File: src/rtl/jt6295_adpcm_enc_if.sv
// rtl/jt6295_adpcm_enc_if.sv - PCM sample in / ADPCM code and packed byte out bundle
interface jt6295_adpcm_enc_if;
   logic [11:0] pcm_in;
   logic        pcm_valid;
   logic        pcm_ready;
   logic [3:0]  nib;
   logic        nib_valid;
   logic [7:0]  byte_out;
   logic        byte_valid;

   modport master (
      output pcm_in, pcm_valid,
      input  pcm_ready, nib, nib_valid, byte_out, byte_valid
   );

   modport slave (
      input  pcm_in, pcm_valid,
      output pcm_ready, nib, nib_valid, byte_out, byte_valid
   );
endinterface

File: src/rtl/jt6295_adpcm_enc.sv
// rtl/jt6295_adpcm_enc.sv - OKI MSM6295 ADPCM encoder, one code per 5 cen cycles
// Successive approximation over three cen cycles keeps the reconstruction bit-exact with the decoder.
module jt6295_adpcm_enc (
   input  logic                clk,
   input  logic                rst,
   input  logic                cen,
   input  logic                clr,
   jt6295_adpcm_enc_if.slave   bus,
   output logic signed [11:0]  pred,
   output logic [5:0]          idx
);

   typedef enum logic [2:0] {S_IDLE, S_B2, S_B1, S_B0, S_UPD} state_t;

   localparam logic [10:0] STEP_TAB [0:48] = '{
      11'd16,   11'd17,   11'd19,   11'd21,   11'd23,   11'd25,   11'd28,   11'd31,
      11'd34,   11'd37,   11'd41,   11'd45,   11'd50,   11'd55,   11'd60,   11'd66,
      11'd73,   11'd80,   11'd88,   11'd97,   11'd107,  11'd118,  11'd130,  11'd143,
      11'd157,  11'd173,  11'd190,  11'd209,  11'd230,  11'd253,  11'd279,  11'd307,
      11'd337,  11'd371,  11'd408,  11'd449,  11'd494,  11'd544,  11'd598,  11'd658,
      11'd724,  11'd796,  11'd876,  11'd963,  11'd1060, 11'd1166, 11'd1282, 11'd1411,
      11'd1552
   };

   state_t             state_q, state_d;
   logic signed [11:0] pred_q, pred_d;
   logic [5:0]         idx_q, idx_d;
   logic               sign_q, sign_d;
   logic [12:0]        mag_q, mag_d;
   logic [10:0]        d_q, d_d;
   logic [11:0]        q_q, q_d;
   logic [2:0]         code_q, code_d;
   logic               half_q, half_d;
   logic [3:0]         nib_q, nib_d;
   logic               nib_valid_q, nib_valid_d;
   logic [7:0]         byte_q, byte_d;
   logic               byte_valid_q, byte_valid_d;

   logic [10:0]        step;
   logic signed [12:0] diff;
   logic               bit_set;
   logic signed [12:0] sum;
   logic [5:0]         inc;
   logic [5:0]         t;

   always_ff @(posedge clk or posedge rst) begin
      if (rst) begin
         state_q      <= S_IDLE;
         pred_q       <= '0;
         idx_q        <= '0;
         sign_q       <= 1'b0;
         mag_q        <= '0;
         d_q          <= '0;
         q_q          <= '0;
         code_q       <= '0;
         half_q       <= 1'b0;
         nib_q        <= '0;
         nib_valid_q  <= 1'b0;
         byte_q       <= '0;
         byte_valid_q <= 1'b0;
      end else if (cen) begin
         state_q      <= state_d;
         pred_q       <= pred_d;
         idx_q        <= idx_d;
         sign_q       <= sign_d;
         mag_q        <= mag_d;
         d_q          <= d_d;
         q_q          <= q_d;
         code_q       <= code_d;
         half_q       <= half_d;
         nib_q        <= nib_d;
         nib_valid_q  <= nib_valid_d;
         byte_q       <= byte_d;
         byte_valid_q <= byte_valid_d;
      end
   end

   always_comb begin
      state_d = state_q;
      if (clr) begin
         state_d = S_IDLE;
      end else begin
         case (state_q)
            S_IDLE:  if (bus.pcm_valid) state_d = S_B2;
            S_B2:    state_d = S_B1;
            S_B1:    state_d = S_B0;
            S_B0:    state_d = S_UPD;
            S_UPD:   state_d = S_IDLE;
            default: state_d = S_IDLE;
         endcase
      end
   end

   always_comb begin
      step    = STEP_TAB[idx_q];
      diff    = $signed({bus.pcm_in[11], bus.pcm_in}) - $signed({pred_q[11], pred_q});
      bit_set = (mag_q >= {2'b00, d_q});
      sum     = sign_q ? ($signed({pred_q[11], pred_q}) - $signed({1'b0, q_q}))
                       : ($signed({pred_q[11], pred_q}) + $signed({1'b0, q_q}));
      inc     = {3'b000, code_q[1:0], 1'b0} + 6'd2;
      t       = code_q[2] ? (idx_q + inc) : (idx_q - 6'd1);

      pred_d       = pred_q;
      idx_d        = idx_q;
      sign_d       = sign_q;
      mag_d        = mag_q;
      d_d          = d_q;
      q_d          = q_q;
      code_d       = code_q;
      half_d       = half_q;
      nib_d        = nib_q;
      byte_d       = byte_q;
      nib_valid_d  = 1'b0;
      byte_valid_d = 1'b0;

      if (clr) begin
         pred_d = '0;
         idx_d  = '0;
         half_d = 1'b0;
      end else begin
         case (state_q)
            S_IDLE: begin
               if (bus.pcm_valid) begin
                  sign_d = diff[12];
                  mag_d  = diff[12] ? 13'(-diff) : 13'(diff);
                  d_d    = step;
                  q_d    = {1'b0, step >> 3};
                  code_d = '0;
               end
            end
            S_B2, S_B1, S_B0: begin
               // code bits shift in MSB first, so b2 ends up in code_q[2]
               code_d = {code_q[1:0], bit_set};
               if (bit_set) begin
                  mag_d = mag_q - {2'b00, d_q};
                  q_d   = q_q + {1'b0, d_q};
               end
               d_d = d_q >> 1;
            end
            S_UPD: begin
               if (sum > 13'sd2047)
                  pred_d = 12'h7FF;
               else if (sum < -13'sd2048)
                  pred_d = 12'h800;
               else
                  pred_d = sum[11:0];
               idx_d       = (t > 6'd48) ? (code_q[2] ? 6'd48 : 6'd0) : t;
               nib_d       = {sign_q, code_q};
               nib_valid_d = 1'b1;
               if (!half_q) begin
                  byte_d = {sign_q, code_q, 4'h0};
                  half_d = 1'b1;
               end else begin
                  byte_d       = {byte_q[7:4], sign_q, code_q};
                  byte_valid_d = 1'b1;
                  half_d       = 1'b0;
               end
            end
            default: ;
         endcase
      end
   end

   always_comb begin
      bus.pcm_ready  = (state_q == S_IDLE);
      bus.nib        = nib_q;
      bus.nib_valid  = nib_valid_q;
      bus.byte_out   = byte_q;
      bus.byte_valid = byte_valid_q;
      pred           = pred_q;
      idx            = idx_q;
   end

endmodule

File: src/flat_wrapper.sv
// flat-port wrapper written by rule: the top's interface ports become plain ports
module jt6295_adpcm_enc_flat 
  (clk, rst, cen, clr, pred, idx, bus_pcm_in, bus_pcm_valid, bus_pcm_ready, bus_nib, bus_nib_valid, bus_byte_out, bus_byte_valid);
  jt6295_adpcm_enc_if bus_i ();
  input  logic clk;
  input  logic rst;
  input  logic cen;
  input  logic clr;
  output logic signed [11:0] pred;
  output logic [5:0] idx;
  input wire logic [$bits(bus_i.pcm_in)-1:0] bus_pcm_in;
  input wire logic [$bits(bus_i.pcm_valid)-1:0] bus_pcm_valid;
  output wire logic [$bits(bus_i.pcm_ready)-1:0] bus_pcm_ready;
  output wire logic [$bits(bus_i.nib)-1:0] bus_nib;
  output wire logic [$bits(bus_i.nib_valid)-1:0] bus_nib_valid;
  output wire logic [$bits(bus_i.byte_out)-1:0] bus_byte_out;
  output wire logic [$bits(bus_i.byte_valid)-1:0] bus_byte_valid;
  assign bus_i.pcm_in = bus_pcm_in;
  assign bus_i.pcm_valid = bus_pcm_valid;
  assign bus_pcm_ready = bus_i.pcm_ready;
  assign bus_nib = bus_i.nib;
  assign bus_nib_valid = bus_i.nib_valid;
  assign bus_byte_out = bus_i.byte_out;
  assign bus_byte_valid = bus_i.byte_valid;
  jt6295_adpcm_enc u_core (.clk(clk), .rst(rst), .cen(cen), .clr(clr), .bus(bus_i), .pred(pred), .idx(idx));
endmodule
File: config.mk
export PLATFORM = sky130hd
export DESIGN_NAME = jt6295_adpcm_enc_flat
export DESIGN_NICKNAME = d
export VERILOG_FILES = /design/src/rtl/jt6295_adpcm_enc_if.sv /design/src/rtl/jt6295_adpcm_enc.sv /design/src/flat_wrapper.sv
export SDC_FILE = /design/constraint.sdc
export NUM_CORES = 1
export LEC_CHECK = 0
export BUFFER_PORTS_ARGS = -buffer_cell sky130_fd_sc_hd__buf_2
export CAP_MARGIN = 20
export CORE_ASPECT_RATIO = 1.75
export CORE_MARGIN = 5
export CORE_UTILIZATION = 56
export DETAILED_ROUTE_END_ITERATION = 16
export PLACE_DENSITY = 0.83
export SLEW_MARGIN = 20
export SYNTH_ARGS = -nofsm -noshare
export SYNTH_HDL_FRONTEND = slang
export SYNTH_SLANG_ARGS = --single-unit
File: constraint.sdc
create_clock -name clk -period 3.1 [get_ports clk]
set_input_delay 0.31 -clock clk [delete_from_list [all_inputs] [get_ports clk]]
set_output_delay 0.31 -clock clk [all_outputs]
set_load 0.02 [all_outputs]
# == Word level (Yosys, flattened, before mapping) ==
# Memories as Yosys holds them, arrays and structs flattened.
# Index checks and enable logic that the tools add are counted.
# word_totals
ff_bits,76
mem_bits_ro,704
input_bits,17
out_inout_bits,33
memories,1
# memory_table
name,words,word_bits,rd,rd_clocked_by_memory_dff,write_ports,line,rtl
(no name shown),64,11,1,0,0,jt6295_adpcm_enc.sv:95,step = STEP_TAB[idx_q];
# op_classes
add_sub_neg,9
order_cmp,5
eq_ne,7
muxes,35
n_bitwise,3
n_reduce_logical,11
# ops
operator,n
12-bit two-way mux,6
13-bit two-way mux,4
11-bit two-way mux,3
6-bit two-way mux,5
13-bit one-hot mux with 2 select lines,1
12-bit one-hot mux with 2 select lines,1
11-bit one-hot mux with 2 select lines,1
12-bit by 13-bit adder with 13-bit output,1
13-bit by 11-bit >= comparator with 1-bit output,1
"13-bit by 12-bit > comparator with 1-bit output, second input constant",1
"13-bit by 12-bit < comparator with 1-bit output, second input constant",1
13-bit negation,1
12-bit by 12-bit subtractor with 13-bit output,1
12-bit by 13-bit subtractor with 13-bit output,1
13-bit by 11-bit subtractor with 13-bit output,1
12-bit by 11-bit adder with 12-bit output,1
3-bit one-hot mux with 4 select lines,1
4-bit AND reduction,3
3-bit two-way mux,3
1-bit two-way mux,8
"7-bit >= comparator, second input constant",1
6-bit NOT with 7-bit output,1
6-bit adder,1
"3-bit by 2-bit == test with 1-bit output, second input constant",2
17 further kinds,20

# == Depth between registers and ports, before layout ==
# Gate-level depths: netlist of run 1.
# logic_depth
ltp_word,7
ltp_mapped,14
mapped_depth_nobuf,14

# == Worst setup path before layout of run 1 ==
# OpenSTA, ideal clock, no wires.
# synth_timing
kind,reg-to-reg
startpoint,register u_core.q_q[2]
endpoint,register u_core.pred_q[6] (netlist: u_core.pred[6])
arrival_time_ns,3.002
path_slack_ns,-0.025
path_stages_with_launch,14
path_cell_list,dfrtp_1 -> nor2_1 -> nor4b_1 -> nor2b_1 -> a21oi_1 -> xnor2_1 -> ha_1 -> a21o_1 -> a21o_1 -> a21oi_1 -> o21ai_0 -> xnor2_1 -> a21oi_2 -> a211o_1
# synth_between
elab_chain_cells,7
# synth_rtl
element,line,rtl
from (decl),jt6295_adpcm_enc.sv:31,"logic [11:0] q_q, q_d;"
from (signal assigned),jt6295_adpcm_enc.sv:68,q_q <= q_d;
12-bit by 13-bit adder with 13-bit output / 12-bit by 13-bit subtractor with 13-bit output (equally long branches),"jt6295_adpcm_enc.sv:99, jt6295_adpcm_enc.sv:98",
13-bit two-way mux *,jt6295_adpcm_enc.sv:98,"sum = sign_q ? ($signed({pred_q[11], pred_q}) - $signed({1'b0, q_q}))"
13-bit by 12-bit < comparator with 1-bit output,jt6295_adpcm_enc.sv:143,else if (sum < -13'sd2048)
12-bit two-way mux,jt6295_adpcm_enc.sv:143,
12-bit two-way mux *,jt6295_adpcm_enc.sv:141,if (sum > 13'sd2047)
12-bit two-way mux *,jt6295_adpcm_enc.sv:121,case (state_q)
12-bit two-way mux *,jt6295_adpcm_enc.sv:116,if (clr) begin
to (signal assigned),jt6295_adpcm_enc.sv:63,pred_q <= pred_d;
to (decl),jt6295_adpcm_enc.sv:26,"logic signed [11:0] pred_q, pred_d;"
# Every way passes the cells marked *; elsewhere a longest branch is shown, timed or not. The select of a mux whose other input is x is not followed.
# A chain may end at the register's enable or synchronous reset.

# == Worst setup path in the final report of run 1 ==
# layout_timing
startpoint,register u_core.q_q[3]
endpoint,register u_core.pred_q[7] (netlist: u_core.pred[7])
# The elaborated chain is that of the path after synthesis.

==> flow_summary.yaml, run 1 <==
timing:
  hold_slack_ns: -0.00738
  timing.clock.skew_ns: 0.0103
  timing_worst_slew_pin_value_ns: 0.852
  timing.final.hold_violations: 7
  final_slew_viol_count: 0
  post-route-worst-setup-slack_ns: -0.168
  unrepaired_setup_endpoints_after_global_routing: "yes"
  tns_ns: -1.66
  fmax_ghz: 0.306
  slew_headroom_pct: 43.2
  final.period_utilization_pct: 105
  setup_viol: 11
  finalCriticalPeriod_ns: 3.27
global_routing:
  number_of_antenna_violations_at_the_first_check_in_global_routing: 0
  grt_pass1_vias: 6502
  grt_usage_pct: 25.8
  pin_count_of_the_biggest_net_entering_global_routing: 38
  grt_first_pass_wirelength_um: 30200
  grt_overflow_total: 0
synth:
  number_of_enable_type_register_cells_in_the_synthesized_netlist: 0
  post_synth_inst_count: 826
  yosys_warnings: 0
  syn-mean-instance-area_um2: 8.15
  synth-seq-area-share_pct: 28.3
  synth.net_count: 905
  ys_top_cells_by_area: "dfrtp_1 28%, ha_1 11%, o21ai_0 5.1%"
  synth_flop_cell: "dfrtp_1"
  synth_seq_cells: 76
  ys_async_sr_fraction_pct: 100
  synthDominantCellAreaShare_pct: 28.3
  synthTopCellsByCount: "76 x dfrtp_1, 76 x nand2_1, 76 x nor2_1"
  post_synth_num_cell_types: 78
  yosys.area.top_type: "dfrtp_1"
  area_of_the_mapped_netlist_mm2: 0.00673
detailed_routing:
  routedWlPerCell_um: 17.7
  finalWirelength_um: 18900
  drt-vias-per-instance: 6.23
  first_pass_iters: 6
  route.vias.total: 6658
  final_antenna_net_count: 0
  detailedRoute.firstIterationViolations: 414
  post-route-drc-count: 0
die:
  die_w_um: 92.9
  initial_utilization_pct: 56.4
  placement_rows: 53
  design.core.area_mm2: 0.0119
  io_pins: 50
  floorplan.die.height_um: 155
  fp.dieArea_mm2: 0.0144
cells_and_area:
  stdcell_area_mm2: 0.00817
  insertedDiodeCount: 0
  post-route-util_pct: 68.5
  area.growth.synth_to_final_pct: 21.4
  share_of_cells_above_drive_strength_1_pct: 22.6
  num-nets-final: 1006
setup_path:
  path_common_cell: "buf_4"
  crit_chain: "nor2_2 -> nor4b_4 -> nor2b_4 -> buf_4 -> buf_4 -> a31oi_1 -> xnor2_1 -> ha_2 -> nor4b_1 -> a21oi_1 -> nand2_1 -> a311oi_4 -> buf_4 -> a21oi_4 -> a211o_1"
  end_kind: "flip-flop"
  critical_path_class: "reg2reg"
  r2r_path_start: "u_core.q_q[3]"
  max_stage_delay_ns: 0.40
  maximum_fanout_count_along_the_critical_path: 9
  worst-r2r-cell-count: 15
  crit_arrival_ns: 3.49
  crit_slowest_cell: "dfrtp_1"
  critical_path.startpoint_type: "flip-flop"
  reg2reg_slack_ns: -0.17
  endpoint_of_the_lowest_slack_register_to_register_path: "u_core.pred[7]"
  worstPathRequired_ns: 3.32
clock_network:
  clock_insertion_delay_at_the_later_pin_of_the_skew_report_ns: 0.35
  clock_path_buffers: 2
  cts_tree: "built"
  cts_num_sinks: 76
  clkSlewWorstSetupHoldPaths_ns: 0.07
  cts_max_level: 3
  numCtsBuffers: 9
  clock-root-buffer: "clkbuf_16"
  cts_hold_fix_bufs: 0
power:
  static-leakage-power_uw: 0.00388
  power.ir.vdd_worst_v: 0.000410
  power.density_cell_area_mw_per_mm2: 842
status:
  failing_checks: "negative hold slack, negative setup slack"
  run_status: "complete, but fails checks"
placement:
  dp_worst_setup_slack_ns: -0.260
  post-dp-hpwl_um: 13600
  port-buffer-count: 49
  post_dp_cell_area_mm2: 0.00756
  replace_congestion: 0.950
hold_path:
  hold_class: "in2async"
flow_run:
  max_cap_violations: 0
layout by cell type, fill, tap and decap left out, drive strengths merged, types with 14 or more instances in the layout:
cell   synthesis  layout
nor2          76      76
xor2          14      14
dfrtp         76      76
nand2         77      77
nand3         16      16
ha            57      57
nor2b         16      16
inv           57      61
nor3          30      30
o21ai         71      71
buf            5     125
a21oi         59      59
a21o          14      14
xnor2         39      39
state kept, by name (all words and copies together), names as in the netlist:
name,flops
u_core.bus.byte_out,8
u_core.bus.byte_valid,1
u_core.bus.nib,4
u_core.bus.nib_valid,1
u_core.code_q,3
u_core.d_q,11
u_core.half_q,1
u_core.idx,6
u_core.mag_q,13
u_core.pred,12
u_core.q_q,12
u_core.sign_q,1
u_core.state_q,3
critical path, delay by kind of cell, from the launching register on:
family / cells / cell delay, ns
AND/OR/NAND/NOR: 5 / 0.95
AO/OA/AOI/OAI: 5 / 0.85
buffers and inverters: 3 / 0.41
flip-flops: 1 / 0.40
adder cells (fa/ha/maj): 1 / 0.35
XOR/XNOR: 1 / 0.20
kinds of logic after synthesis:
| family | after synthesis | share of synthesized area [%] |
|---|---|---|
| XOR/XNOR | 53 | 7.01 |
| adder cells (fa/ha/maj) | 63 | 12.2 |
| buffers and inverters | 94 | 5.33 |
| multiplexers | 19 | 3.18 |
| AO/OA/AOI/OAI | 250 | 24.4 |
| AND/OR/NAND/NOR | 271 | 19.6 |
| flip-flops | 76 | 28.3 |
final cells by class:
| cell class | instances | area (um^2) |
|---|---|---|
| well taps | 137 | 171 |
| clock inverters | 7 | 86.3 |
| flip-flops and latches | 76 | 1910 |
| inverters | 59 | 223 |
| repair buffers | 125 | 841 |
| clock buffers | 9 | 225 |
| multi-input cells | 656 | 4720 |
| fillers | 918 | 3760 |
per-layer routing:
layer | wire, um | GRT usage [%]
met1 | 6900 | 27.2
met2 | 10300 | 49.1
met3 | 671 | 2.81
met4 | 1060 | 13.3
met5 | 0 | 0
report_power, final:
group,switching [uW],internal [uW],leakage (uW)
combinational,2230,2040,0.00272
sequential,276,1220,0.00101
clock,470,643,0.000151
total,2980,3900,0.00388
how the worst max path moves through the flow:
stage	start	to	slack, ns	depth (start not counted)
6_report	u_core.q_q[3]	u_core.pred[7]	-0.17	15
5_1_grt	u_core.q_q[3]	u_core.pred[0]	-0.28	14
4_1_cts	u_core.q_q[1]	u_core.pred[0]	-0.09	16
3_5_place_dp	u_core.q_q[0]	u_core.pred[9]	-0.26	12
3_3_place_gp	u_core.q_q[0]	u_core.pred[0]	-0.12	12
2_1_floorplan	u_core.q_q[1]	u_core.pred[6]	0.02	12
through the flow:
stage / std cells / total power (uW)
6_report: 1069 / 6880
5_1_grt: 1069 / 7360
4_1_cts: 1066 / 6560
3_5_place_dp: 1045 / 5230
3_3_place_gp: 1045 / 5120
2_1_floorplan: 826 / 4090
timing repair:
action | CTS | global route
pin swaps | 9 | 15
endpoints found under the setup margin | 15 | 23
setup buffers | 6 | 5
gates resized for setup | 23 | 28
(Power assumes the default switching activity.)
==> run 2, diff against run 1 <==
clock period = 2.8 ns   (was 3.1 ns; I/O delays follow)
==> flow_summary.yaml, run 2 (synthesis results as in run 1) <==
status:
  run_status: "complete, but fails checks"
  failing_checks: "negative setup slack"
hold_path:
  min_from: "cen"
  hold_class: "in2reg"
  whs_path_depth: 2
  worst_hold_path.endpoint: "u_core.state_q[2]"
timing:
  unrepaired_setup_endpoints_after_global_routing: "yes"
  post-route-worst-setup-slack_ns: -0.451
  slew_headroom_pct: 44.6
  final_slew_viol_count: 0
  fmax_ghz: 0.308
  final.period_utilization_pct: 116
  timing.clock.skew_ns: 0.0127
  timing.final.hold_violations: 0
  finalCriticalPeriod_ns: 3.25
  setup_viol: 31
  timing_worst_slew_pin_value_ns: 0.830
power:
  power.density_cell_area_mw_per_mm2: 984
  static-leakage-power_uw: 0.00430
  fin_total_pwr_uw: 8960
  power.ir.vdd_worst_v: 0.000500
placement:
  dp_worst_setup_slack_ns: -0.411
  replace_congestion: 0.953
  port-buffer-count: 49
  post-dp-hpwl_um: 14300
clock_network:
  cts_tree: "built"
  numCtsBuffers: 9
  clock-root-buffer: "clkbuf_16"
  cts_num_sinks: 76
  clock_insertion_delay_at_the_later_pin_of_the_skew_report_ns: 0.35
  clkSlewWorstSetupHoldPaths_ns: 0.07
  cts_max_level: 3
  clock_path_buffers: 2
die:
  io_pins: 50
  initial_utilization_pct: 56.4
  die_w_um: 92.9
  design.core.area_mm2: 0.0119
  floorplan.die.height_um: 155
  fp.dieArea_mm2: 0.0144
  placement_rows: 53
setup_path:
  timing.critical_path.buf_inv: 2
  path_common_cell: "nor3_4"
  end_kind: "flip-flop"
  worstPathRequired_ns: 3.09
  cp_num_cells: 14
  path_delay_family: "simple AND/OR/NAND/NOR gates"
  crit_slowest_cell: "dfrtp_1"
  maximum_fanout_count_along_the_critical_path: 6
  crit_arrival_ns: 3.54
  reg2reg_slack_ns: -0.45
  r2r_path_start: "u_core.q_q[1]"
  critical_path.startpoint_type: "flip-flop"
  worst-r2r-cell-count: 14
  max_stage_delay_ns: 0.44
  critical_path_class: "reg2reg"
  crit_chain: "inv_2 -> ha_4 -> nand2_4 -> nor3_4 -> a21oi_2 -> xnor2_1 -> ha_1 -> and3_4 -> a211o_4 -> nor4b_4 -> a311oi_4 -> buf_6 -> nor3_4 -> a211o_1"
  endpoint_of_the_lowest_slack_register_to_register_path: "u_core.pred[8]"
cells_and_area:
  top_library_cells_by_usage_in_the_layout_fill_and_taps_aside: "117 x buf_4, 75 x dfrtp_1, 72 x nand2_1"
  nFillCells: 714
  largest_register_by_flop_count: "u_core.mag_q"
  largest_register_ffs: 13
  layout_commonest_cell: "buf_4"
  share_of_cells_above_drive_strength_1_pct: 32.5
  num-nets-final: 1069
  area.growth.synth_to_final_pct: 35.3
  insertedDiodeCount: 0
detailed_routing:
  detailedRoute.firstIterationViolations: 875
  route.vias.total: 7719
  routedWlPerCell_um: 22.8
  finalWirelength_um: 25800
  final_antenna_net_count: 0
  first_pass_iters: 6
  drt-vias-per-instance: 6.82
  post-route-drc-count: 0
flow_run:
  max_cap_violations: 0
global_routing:
  pin_count_of_the_biggest_net_entering_global_routing: 45
  grt_overflow_total: 0
  grt_pass1_vias: 7074
  grt_usage_pct: 29.3
  number_of_antenna_violations_at_the_first_check_in_global_routing: 0
  grt_first_pass_wirelength_um: 33900
==> run 2: cell count changes in the layout (fill, tap and decap cells not counted), moves of 5 or more <==
cell / delta
a21oi_1: -5
o21ai_2: +6
ha_1: -5
nor2_2: +5
nor2_1: -7
buf_4: +43
buf_6: +14
o21ai_0: -10
==> run 2: report_power, final <==
group          switching (uW)  internal [uW]
clock network             551            623
registers                 324           1350
logic                    3300           2820
==> run 2: worst max-delay path by stage <==
stage	start	end	slack (ns)
after detailed placement	u_core.q_q[1]	u_core.pred[7]	-0.41
after CTS	u_core.q_q[2]	u_core.pred[7]	-0.30
after global routing	u_core.q_q[1]	u_core.pred[8]	-0.52
after global placement	u_core.q_q[1]	u_core.pred[10]	-0.30
after floorplan	u_core.q_q[3]	u_core.pred[10]	-0.17
final	u_core.q_q[1]	u_core.pred[8]	-0.45
==> run 2: routing by layer <==
layer / global-route usage [%] / vias up / wire length [um]
li1: - / 3318 / -
met1: 29.6 / 3606 / 8510
met2: 52.8 / 575 / 12800
met3: 4.50 / 220 / 1970
met4: 22.4 / 0 / 2510
met5: 0 / - / 0
==> run 2: cell type report <==
type	count	area, um^2	share of cell area (%)
multi-input cells	658	5120	56.2
flip-flops and latches	76	1900	20.9
repair buffers	186	1400	15.4
clock buffers	9	225	2.47
inverters	59	225	2.47
well taps	137	171	1.88
clock inverters	7	65.1	0.714
==> run 2: metrics by stage <==
stage	utilization [%]	TNS [ns]	cell area, um^2	hold WS, ns	cells
6_report	76.3	-7.30	9110	0.235	1132
5_1_grt	76.3	-9.43	9110	0.257	1132
2_1_floorplan	-	-1.87	6830	0.387	826
3_5_place_dp	65.5	-6.17	7820	0.356	1068
3_3_place_gp	65.5	-3.94	7820	0.355	1068
4_1_cts	71.6	-3.29	8540	0.218	1105
==> run 2: what timing repair did <==
| action | 4_1_cts | 5_1_grt |
|---|---|---|
| setup buffers | 20 | 27 |
| pin swaps | 49 | 39 |
| cloned | 1 | 3 |
| endpoints found under the setup margin | 27 | 34 |
| resized for setup | 60 | 73 |
| endpoints found under the hold margin | 21 | 0 |
| hold buffers | 1 | 0 |
==> run 3, diff against run 2 <==
GPL_TIMING_DRIVEN = 0   (was default)
==> flow_summary.yaml, run 3 (synthesis results as in run 1) <==
die:
  fp.dieArea_mm2: 0.0144
  floorplan.die.height_um: 155
  design.core.area_mm2: 0.0119
  placement_rows: 53
  initial_utilization_pct: 56.4
  io_pins: 50
  die_w_um: 92.9
clock_network:
  cts_tree: "built"
  cts_max_level: 3
  cts_num_sinks: 76
  clock-root-buffer: "clkbuf_16"
  clock_path_buffers: 2
  clkSlewWorstSetupHoldPaths_ns: 0.07
  clock_insertion_delay_at_the_later_pin_of_the_skew_report_ns: 0.35
  numCtsBuffers: 9
global_routing:
  grt_pass1_vias: 6775
  grt_usage_pct: 28.2
  pin_count_of_the_biggest_net_entering_global_routing: 53
  number_of_antenna_violations_at_the_first_check_in_global_routing: 0
  grt_first_pass_wirelength_um: 32500
  grt_overflow_total: 0
placement:
  placed_cells: 1013
  dp_worst_setup_slack_ns: -0.637
  replace_congestion: 0.996
  post-dp-hpwl_um: 14500
  port-buffer-count: 49
hold_path:
  hold_class: "in2reg"
  whs_path_depth: 2
  worst_hold_path.endpoint: "u_core.state_q[1]"
  min_from: "cen"
setup_path:
  reg2reg_slack_ns: -0.58
  crit_chain: "inv_1 -> ha_2 -> nand2_2 -> nor3_1 -> a21oi_1 -> xnor2_1 -> ha_1 -> and3_4 -> a211o_4 -> a311oi_4 -> nor3_4 -> buf_12 -> a211o_1"
  worst-r2r-cell-count: 13
  end_kind: "flip-flop"
  crit_arrival_ns: 3.61
  r2r_path_start: "u_core.q_q[0]"
  setup.worst_path.start: "u_core.q_q[0]"
  max_stage_delay_ns: 0.45
  maximum_fanout_count_along_the_critical_path: 10
  endpoint_of_the_lowest_slack_register_to_register_path: "u_core.pred[0]"
  critical_path_class: "reg2reg"
  timing.critical_path.buf_inv: 2
  crit_slowest_cell: "a311oi_4"
  critical_path.startpoint_type: "flip-flop"
  path_delay_family: "compound AO/OA/AOI/OAI gates"
  worstPathRequired_ns: 3.04
detailed_routing:
  routedWlPerCell_um: 19.6
  drt-vias-per-instance: 6.50
  route.vias.total: 6932
  finalWirelength_um: 20900
  detailedRoute.firstIterationViolations: 522
  post-route-drc-count: 0
  first_pass_iters: 5
  final_antenna_net_count: 0
timing:
  timing_worst_slew_pin_value_ns: 0.724
  final.period_utilization_pct: 121
  timing.clock.skew_ns: 0.0122
  setup_viol: 14
  final_slew_viol_count: 0
  post-route-worst-setup-slack_ns: -0.575
  unrepaired_setup_endpoints_after_global_routing: "yes"
  timing.final.hold_violations: 0
  finalCriticalPeriod_ns: 3.38
  fmax_ghz: 0.296
  slew_headroom_pct: 51.4
cells_and_area:
  layout_commonest_cell: "nand2_1"
  top_library_cells_by_usage_in_the_layout_fill_and_taps_aside: "75 x nand2_1, 73 x nor2_1, 69 x dfrtp_1"
  num-nets-final: 1004
  largest_register_by_flop_count: "u_core.mag_q"
  area.growth.synth_to_final_pct: 22.4
  largest_register_ffs: 13
  final-instance-count-excl-fill: 1067
  share_of_cells_above_drive_strength_1_pct: 22.9
  insertedDiodeCount: 0
status:
  failing_checks: "negative setup slack"
  run_status: "complete, but fails checks"
power:
  static-leakage-power_uw: 0.00379
  power.density_cell_area_mw_per_mm2: 915
  power_frac_clock_pct: 14.9
  power.net_switching_uw: 3410
  sw_frac_of_total_pct: 45.3
  share_comb_of_total_power_pct: 62.8
  internal_power_uw: 4130
  sequential_group_share_of_total_power_pct: 22.3
  power.ir.vdd_worst_v: 0.000404
flow_run:
  max_cap_violations: 0
[run 3: worst max path at each step]
stage                           end  slack (ns)  depth (start not counted)
detailed placement   u_core.pred[0]       -0.64                         12
global placement     u_core.pred[0]       -0.59                          2
CTS                  u_core.pred[0]       -0.47                         14
floorplan           u_core.pred[10]       -0.17                         13
finish               u_core.pred[0]       -0.58                         13
global route         u_core.pred[0]       -0.68                         13
[run 3: cell type report]
type / instances / area [um^2]
Sequential cell: 76 / 1910
Inverter: 59 / 226
Buffer: 33 / 168
Clock buffer: 9 / 225
Multi-Input combinational cell: 656 / 4880
Tap cell: 137 / 171
Fill cell: 892 / 3690
Clock inverter: 7 / 56.3
Timing Repair Buffer: 90 / 601
[run 3: power groups by stage]
stage	Combinational (uW)	Sequential [uW]	Clock [uW]
after floorplan	3040	1600	0
after global placement	3690	1650	0
after detailed placement	3800	1660	0
after CTS	4250	1640	1120
after global routing	5130	1700	1180
final	4740	1680	1120
[run 3: repair_timing]
action / in CTS / in global routing
hold buffers: 1 / 0
pin swaps: 25 / 25
buffers inserted: 27 / 14
setup endpoints to repair: 46 / 40
resized for setup: 46 / 48
hold endpoints to repair: 24 / 0
[run 3: worst reg2reg max path, delay by kind of cell (launching register included)]
kind | cells | cell delay, ns
xor+xnor | 1 | 0.16
flops | 1 | 0.44
fa+ha+maj | 2 | 0.53
buf+inv | 2 | 0.24
simple gates | 4 | 0.65
compound gates | 4 | 1.24
[run 3: stage by stage]
stage               utilization, %  instance area [um^2]  setup TNS (ns)  power (uW)  hold WS [ns]
finish                        69.0                  8240           -6.62        7540         0.214
global placement              60.7                  7250          -42.79        5340         0.448
CTS                           66.6                  7960           -5.04        7020         0.214
detailed placement            61.0                  7280          -17.56        5460         0.273
floorplan                        -                  6830           -1.87        4640         0.387
global route                  69.0                  8240           -8.27        8010         0.258
[run 3: per-layer routing]
metal  share of wire, %  up-vias  track usage [%]  wire (um)
li1                   -     3173                -          -
met4                8.0        0             19.8       1670
met1                 35     3276             29.3       7350
met5                  0        -                0          0
met3                5.4      129             3.63       1130
met2                 52      354             51.3      10800
